File: src/rtl/jpeg_enc_pkg.sv
// Shared JPEG encoder definitions: coefficient geometry, symbol field widths
// (also used by the Huffman stage) and the run-length encoder state encoding.
package jpeg_enc_pkg;
    localparam int COEF_W  = 8;
    localparam int NCOEF   = 64;
    localparam int BLOCK_W = NCOEF * COEF_W;
    localparam int IDX_W   = $clog2(NCOEF);
    localparam int RUN_W   = 4;
    localparam int SIZE_W  = 4;
    localparam int AMP_W   = COEF_W;

    localparam logic [RUN_W-1:0] ZRL_RUN = 4'd15;

    typedef enum logic [1:0] {
        IDLE = 2'd0,
        DC   = 2'd1,
        AC   = 2'd2,
        EOB  = 2'd3
    } state_t;
endpackage

File: src/rtl/rle_symbol_encoder_if.sv
// Symbol stream from the run-length encoder to the Huffman coder.
// Handshake: a symbol transfers on a posedge where sym_valid && sym_ready; once
// sym_valid is high it stays high with all sym_* fields frozen until that transfer.
interface rle_symbol_encoder_if;
    import jpeg_enc_pkg::*;

    logic              sym_valid;
    logic              sym_ready;
    logic [RUN_W-1:0]  sym_run;
    logic [SIZE_W-1:0] sym_size;
    logic [AMP_W-1:0]  sym_amp;
    logic              sym_is_dc;
    logic              sym_last;

    modport master (
        output sym_valid, sym_run, sym_size, sym_amp, sym_is_dc, sym_last,
        input  sym_ready
    );

    modport slave (
        input  sym_valid, sym_run, sym_size, sym_amp, sym_is_dc, sym_last,
        output sym_ready
    );
endinterface

File: src/rtl/jpeg_size_amp.sv
// JPEG magnitude category and amplitude bits of a signed value; negative values
// encode as (v-1) truncated to size bits, so bits above size are always zero.
module jpeg_size_amp
    import jpeg_enc_pkg::*;
(
    input  logic signed [COEF_W:0] i_value,
    output logic [SIZE_W-1:0]      o_size,
    output logic [AMP_W-1:0]       o_amp
);
    logic [COEF_W:0]   w_mag;
    logic [COEF_W-1:0] w_sel;
    logic [COEF_W-1:0] w_mask;

    always_comb begin
        w_mag = i_value[COEF_W] ? ({(COEF_W+1){1'b0}} - i_value) : i_value;
        o_size = '0;
        for (int b = 0; b <= COEF_W; b++) begin
            if (w_mag[b]) o_size = SIZE_W'(b + 1);
        end
        w_mask = ~({COEF_W{1'b1}} << o_size);
        w_sel  = i_value[COEF_W] ? (i_value[COEF_W-1:0] - 1'b1) : i_value[COEF_W-1:0];
        o_amp  = w_sel & w_mask;
    end
endmodule

File: src/rtl/rle_symbol_encoder.sv
// Serialises one zigzag-ordered 8x8 block into JPEG (run, size, amplitude)
// symbols: DC difference first, then AC runs with ZRL, ending in EOB or coef 63.
module rle_symbol_encoder
    import jpeg_enc_pkg::*;
(
    input  logic               clock,
    input  logic               reset_n,
    input  logic               start,
    input  logic [BLOCK_W-1:0] block_in,
    input  logic               dc_clear,
    output logic               busy,
    output state_t             dbg_state,
    rle_symbol_encoder_if.master sym
);
    state_t                   r_state;
    logic [BLOCK_W-1:0]       r_block;
    logic [COEF_W-1:0]        r_pred;
    logic [IDX_W-1:0]         r_idx;
    logic [IDX_W-1:0]         r_last_nz;
    logic [RUN_W-1:0]         r_run_cnt;
    logic                     r_busy;
    logic                     r_valid;
    logic [RUN_W-1:0]         r_run;
    logic [SIZE_W-1:0]        r_size;
    logic [AMP_W-1:0]         r_amp;
    logic                     r_is_dc;
    logic                     r_last;

    logic [IDX_W-1:0]         w_last_nz;
    logic [COEF_W-1:0]        w_coef;
    logic [COEF_W-1:0]        w_pred_eff;
    logic [COEF_W:0]          w_dc_diff;
    logic [COEF_W:0]          w_sa_in;
    logic [SIZE_W-1:0]        w_size;
    logic [AMP_W-1:0]         w_amp;
    logic                     w_hs;

    // Highest nonzero AC index of the incoming block; 0 means no AC content.
    always_comb begin
        w_last_nz = '0;
        for (int k = 1; k < NCOEF; k++) begin
            if (block_in[k*COEF_W +: COEF_W] != '0) w_last_nz = IDX_W'(k);
        end
    end

    assign w_coef     = r_block[32'(r_idx)*COEF_W +: COEF_W];
    assign w_pred_eff = dc_clear ? '0 : r_pred;
    assign w_dc_diff  = {block_in[COEF_W-1], block_in[COEF_W-1:0]} - {w_pred_eff[COEF_W-1], w_pred_eff};
    // The single size/amp unit serves the DC diff at start and AC coefs afterwards.
    assign w_sa_in    = (r_state == IDLE) ? w_dc_diff : {w_coef[COEF_W-1], w_coef};
    assign w_hs       = r_valid && sym.sym_ready;

    jpeg_size_amp u_size_amp (
        .i_value (w_sa_in),
        .o_size  (w_size),
        .o_amp   (w_amp)
    );

    always_ff @(posedge clock or negedge reset_n) begin
        if (!reset_n) begin
            r_state   <= IDLE;
            r_block   <= '0;
            r_pred    <= '0;
            r_idx     <= '0;
            r_last_nz <= '0;
            r_run_cnt <= '0;
            r_busy    <= 1'b0;
            r_valid   <= 1'b0;
            r_run     <= '0;
            r_size    <= '0;
            r_amp     <= '0;
            r_is_dc   <= 1'b0;
            r_last    <= 1'b0;
        end else begin
            case (r_state)
                IDLE: begin
                    if (dc_clear) r_pred <= '0;
                    if (start) begin
                        r_block   <= block_in;
                        r_last_nz <= w_last_nz;
                        r_busy    <= 1'b1;
                        r_valid   <= 1'b1;
                        r_run     <= '0;
                        r_size    <= w_size;
                        r_amp     <= w_amp;
                        r_is_dc   <= 1'b1;
                        r_last    <= 1'b0;
                        r_state   <= DC;
                    end
                end
                DC: begin
                    if (w_hs) begin
                        r_valid   <= 1'b0;
                        r_is_dc   <= 1'b0;
                        r_pred    <= r_block[COEF_W-1:0];
                        r_idx     <= IDX_W'(1);
                        r_run_cnt <= '0;
                        r_state   <= AC;
                    end
                end
                AC: begin
                    if (r_valid) begin
                        if (sym.sym_ready) begin
                            r_valid   <= 1'b0;
                            r_run_cnt <= '0;
                            if (r_last) begin
                                r_last  <= 1'b0;
                                r_busy  <= 1'b0;
                                r_state <= IDLE;
                            end else begin
                                r_idx <= r_idx + 1'b1;
                            end
                        end
                    end else if (r_idx > r_last_nz) begin
                        r_valid <= 1'b1;
                        r_run   <= '0;
                        r_size  <= '0;
                        r_amp   <= '0;
                        r_last  <= 1'b1;
                        r_state <= EOB;
                    end else if (w_coef == '0) begin
                        if (r_run_cnt == ZRL_RUN) begin
                            r_valid <= 1'b1;
                            r_run   <= ZRL_RUN;
                            r_size  <= '0;
                            r_amp   <= '0;
                            r_last  <= 1'b0;
                        end else begin
                            r_run_cnt <= r_run_cnt + 1'b1;
                            r_idx     <= r_idx + 1'b1;
                        end
                    end else begin
                        r_valid <= 1'b1;
                        r_run   <= r_run_cnt;
                        r_size  <= w_size;
                        r_amp   <= w_amp;
                        r_last  <= (r_idx == IDX_W'(NCOEF - 1));
                    end
                end
                EOB: begin
                    if (w_hs) begin
                        r_valid <= 1'b0;
                        r_last  <= 1'b0;
                        r_busy  <= 1'b0;
                        r_state <= IDLE;
                    end
                end
                default: r_state <= IDLE;
            endcase
        end
    end

    assign busy          = r_busy;
    assign dbg_state     = r_state;
    assign sym.sym_valid = r_valid;
    assign sym.sym_run   = r_run;
    assign sym.sym_size  = r_size;
    assign sym.sym_amp   = r_amp;
    assign sym.sym_is_dc = r_is_dc;
    assign sym.sym_last  = r_last;
endmodule

File: src/flat_wrapper.sv
// flat-port wrapper written by rule: the top's interface ports become plain ports
module rle_symbol_encoder_flat import jpeg_enc_pkg::*;
  (clock, reset_n, start, block_in, dc_clear, busy, dbg_state, sym_sym_valid, sym_sym_run, sym_sym_size, sym_sym_amp, sym_sym_is_dc, sym_sym_last, sym_sym_ready);
  rle_symbol_encoder_if sym_i ();
  input  logic clock;
  input  logic reset_n;
  input  logic start;
  input  logic [BLOCK_W-1:0] block_in;
  input  logic dc_clear;
  output logic busy;
  output state_t dbg_state;
  output wire logic [$bits(sym_i.sym_valid)-1:0] sym_sym_valid;
  output wire logic [$bits(sym_i.sym_run)-1:0] sym_sym_run;
  output wire logic [$bits(sym_i.sym_size)-1:0] sym_sym_size;
  output wire logic [$bits(sym_i.sym_amp)-1:0] sym_sym_amp;
  output wire logic [$bits(sym_i.sym_is_dc)-1:0] sym_sym_is_dc;
  output wire logic [$bits(sym_i.sym_last)-1:0] sym_sym_last;
  input wire logic [$bits(sym_i.sym_ready)-1:0] sym_sym_ready;
  assign sym_sym_valid = sym_i.sym_valid;
  assign sym_sym_run = sym_i.sym_run;
  assign sym_sym_size = sym_i.sym_size;
  assign sym_sym_amp = sym_i.sym_amp;
  assign sym_sym_is_dc = sym_i.sym_is_dc;
  assign sym_sym_last = sym_i.sym_last;
  assign sym_i.sym_ready = sym_sym_ready;
  rle_symbol_encoder u_core (.clock(clock), .reset_n(reset_n), .start(start), .block_in(block_in), .dc_clear(dc_clear), .busy(busy), .dbg_state(dbg_state), .sym(sym_i));
endmodule
File: config.mk
export PLATFORM = sky130hd
export DESIGN_NAME = rle_symbol_encoder_flat
export DESIGN_NICKNAME = d
export VERILOG_FILES = /design/src/rtl/jpeg_enc_pkg.sv /design/src/rtl/rle_symbol_encoder_if.sv /design/src/rtl/jpeg_size_amp.sv /design/src/rtl/rle_symbol_encoder.sv /design/src/flat_wrapper.sv
export SDC_FILE = /design/constraint.sdc
export NUM_CORES = 2
export LEC_CHECK = 0
export CAP_MARGIN = 20
export CORE_MARGIN = 1
export CORE_UTILIZATION = 40
export DETAILED_ROUTE_END_ITERATION = 8
export PLACE_DENSITY = 0.68
export REMOVE_ABC_BUFFERS = 1
export SLEW_MARGIN = 0
export SYNTH_ARGS = -nofsm -noshare
export SYNTH_HDL_FRONTEND = slang
export SYNTH_HIERARCHICAL = 1
export SYNTH_SLANG_ARGS = --single-unit
export TNS_END_PERCENT = 50
File: constraint.sdc
create_clock -name clock -period 10.3 [get_ports clock]
set_input_delay 1.545 -clock clock [delete_from_list [all_inputs] [get_ports clock]]
set_output_delay 1.545 -clock clock [all_outputs]
set_load 0.02 [all_outputs]
==> flow_summary.yaml <==
pwr:
  power.total_mw: 4.78
  leakage_nw: 17.7
  seqPwrFrac_pct: 45.9
  switching_share_pct: 22.8
  clockPowerShare_pct: 47.0
  internal-power_mw: 3.69
  ir_worst_vdd_v: 0.000117
  combPwrFrac_pct: 7.1
  power_switching_mw: 1.09
  power_density_mw_per_mm2: 131
floorplanning:
  io_pins: 539
  core_area_mm2: 0.0692
  rows: 96
  start_util_pct: 40.8
  fp.dieW_um: 268
  dieHeight_um: 268
  die-area_mm2: 0.0716
critical_path:
  start_kind: "flip-flop"
  r2r_slack_ns: 4.34
  cp.required_ns: 10.80
  path_class: "flip-flop to flip-flop"
  cp.arrival_ns: 6.46
  setup.worst_path.end_class: "flip-flop"
  crit_fanout: 36
clock_network:
  cts_sinks: 558
  cts_tree: "done"
  post_cts_buffers: 0
  cts-root-buf: "clkbuf_16"
  cts_buffers: 60
  htree_num_levels: 2
  postCtsHoldBufs: 0
  cts.path.max_buffers: 3
  post_cts_resized: 0
  clkSlewWorstSetupHoldPaths_ns: 0.07
  clock_latency_ns: 0.65
cells_and_area:
  area_growth_syn_to_layout_pct: 28.9
  drive_gt1_share_pct: 7.42
  regArea_mm2: 0.0140
  multi_input_area_mm2: 0.0134
  n_fill_cell: 6433
  nets: 4169
  final_design_area_no_fill_mm2: 0.0364
hold_path:
  hold_path_class: "flip-flop to flip-flop"
synth:
  yosys_warnings: 6
  seq_area_frac_synth_pct: 49.5
  avgSynthCellArea_um2: 8.86
  yosysTopAreaCellShare_pct: 49.5
  ys_top_cells_by_area: "dfrtp_1, nand2_1, mux4_2, nor4_1, clkbuf_1"
  postSynthCellCount: 3183
  synth_top_area_cell: "dfrtp_1"
  synthFlopType: "dfrtp_1"
  syn_area_mm2: 0.0282
  async_flop_share_pct: 100
  ys_types: 79
  synth_edf_count: 0
  synth_seq_cells: 558
sta:
  fin_ws_ns: 4.34
  final-setup-viol-count: 0
  finalCritPeriodShare_pct: 57.8
  fmax_mhz: 168
  whs_ns: 0.468
  fin_skew_ns: 0.0352
  fin_crit_ns: 5.96
  slew_violations: 0
  hold_viol: 0
  setup_tns_ns: 0
  rsz0062_at_grt: "no"
  slew_headroom_pct: 20.7
  tightestPinTransition_ns: 1.19
placed_design:
  io_buffer_count: 538
  dp_hpwl_um: 78300
  placed_cell_area_mm2: 0.0343
  pre_cts_slack_ns: 4.37
  place_congestion: 0.955
detailed_routing:
  drt_iter0_drc: 3054
  wire_per_inst_um: 22.9
  drc: 0
  drtPass1Iterations: 5
  vias: 25616
  vias_per_cell: 5.55
  drt-total-wl_um: 106000
  antenna_left: 0
global_route:
  overflow: 0
  grt_pass1_vias: 25412
  antenna_found_initial: 9
  grt_max_degree: 225
  grt_pass1_wl_um: 157000
  grt_usage_pct: 29.5
outcome:
  status: "completed"
job:
  maxCapViolations: 0
-- critical path, cell delays in order, from the launching register on --
cell and delay, ns:
dfrtp_4 0.82, buf_4 0.57, mux4_2 0.38, a22o_1 0.26
a221oi_1 0.79, o22ai_1 0.19, a211oi_1 0.36, mux2i_1 0.25
inv_1 0.12, ha_1 0.37, nand2b_1 0.18, o211ai_1 0.19
o211ai_1 0.12, nor3_1 0.54, a22oi_1 0.14, a41o_1 0.26
a32o_1 0.21
-- cell families after synthesis --
group | after synthesis | synth area share, %
flip-flops | 558 | 49.5
adder cells (fa/ha/maj) | 22 | 1.00
AO/OA/AOI/OAI | 260 | 6.75
multiplexers | 159 | 10.8
XOR/XNOR | 12 | 0.373
buffers and inverters | 214 | 3.15
AND/OR/NAND/NOR | 1958 | 28.4
-- sequential cells by signal, summed over array words and instances (netlist names) --
name / count
u_core/r_block: 512
u_core/r_pred: 8
u_core/sym.sym_amp: 8
u_core/r_idx: 6
u_core/r_last_nz: 6
u_core/r_run_cnt: 4
u_core/sym.sym_run: 4
u_core/sym.sym_size: 4
u_core/dbg_state: 2
u_core/busy: 1
u_core/sym.sym_is_dc: 1
u_core/sym.sym_last: 1
u_core/sym.sym_valid: 1
-- power by group through the flow --
stage                     Combinational (mW)  Clock [mW]  Sequential (mW)
after floorplan                       0.0215           0             2.23
after global placement                 0.342           0             2.23
after detailed placement               0.340           0             2.23
after CTS                              0.343        2.28             2.19
after global routing                   0.361        2.37             2.19
final                                  0.341        2.25             2.19
-- layout make-up --
class	instances	area share (%)
inverters	35	0.361
flip-flops and latches	558	38.4
multi-input cells	2411	36.8
clock inverters	22	0.712
clock buffers	88	4.95
well taps	931	3.20
diodes	4	0.0275
repair buffers	564	15.5
-- metal layers --
layer	GRT usage (%)	vias to the layer above	share of wire, %
met5	0	-	0.062
met1	39.2	12544	40
met4	9.13	10	3.1
li1	-	11652	-
met3	6.56	193	9.2
met2	47.9	1217	47
-- cell usage after synthesis (3+ instances only) --
master / instances
inv_1: 34
buf_2: 11
and2_1: 6
nand2b_1: 16
buf_6: 6
a31oi_1: 11
o221ai_1: 4
dfrtp_1: 558
nand3_1: 23
nor3_1: 20
nand4_1: 23
ha_1: 21
xor2_1: 3
buf_4: 7
a22oi_1: 33
a221oi_1: 12
o211ai_1: 6
or2_2: 6
mux2_1: 3
a21o_1: 8
a22o_1: 25
o22ai_1: 10
o21a_1: 7
nand2_1: 1626
a32o_1: 15
nor2_1: 70
or4_1: 28
buf_1: 23
a21oi_1: 44
nor2b_1: 12
or3_1: 5
xnor2_1: 9
a41oi_1: 4
o31ai_1: 10
nor4_1: 111
mux4_2: 114
clkbuf_1: 131
mux2i_1: 39
a211oi_1: 5
o21ai_0: 31
-- per-stage QoR --
stage	util [%]	std cells
2_1_floorplan	-	3004
3_3_place_gp	49.5	4498
3_5_place_dp	49.6	4499
4_1_cts	52.5	4609
5_1_grt	52.5	4610
6_report	52.6	4613
-- layout by cell type (no fill, tap or decap), drive strengths merged, types with 5 or more instances in the layout --
cell type	count
clkinv	17
nor2b	12
or3	5
a31oi	12
o21a	7
a32o	15
a22oi	34
inv	34
buf	27
ha	21
a21o	8
a22o	25
clkbuf	88
nand2b	16
o21ai	35
dfrtp	558
o22ai	10
a21oi	44
nand2	1626
or4	30
nor2	70
o31ai	10
mux2i	40
nand4	23
a221oi	14
nand3	24
and2	6
or2	6
o211ai	6
a211oi	5
nor3	20
mux4	114
nor4	111
mux2	5
clkdlybuf4s50	537
xnor2	9
a41oi	5
-- path summary, 6_finish.rpt --
check	from	to	cells after the start
worst max register to register	u_core/r_idx[1]$_DFFE_PN0P_	u_core/sym.sym_size[0]$_DFFE_PN0P_	16
max in group asynchronous	reset_n	u_core/r_block[114]$_DFFE_PN0P_	2
worst min register to register	u_core/r_block[144]$_DFFE_PN0P_	u_core/r_block[144]$_DFFE_PN0P_	2
min in group asynchronous	reset_n	u_core/r_block[44]$_DFFE_PN0P_	1
worst max-delay path	u_core/r_idx[1]$_DFFE_PN0P_	u_core/sym.sym_size[0]$_DFFE_PN0P_	16
worst min-delay path	u_core/r_block[144]$_DFFE_PN0P_	u_core/r_block[144]$_DFFE_PN0P_	2
Note: power is estimated with default switching activity, not from simulation.
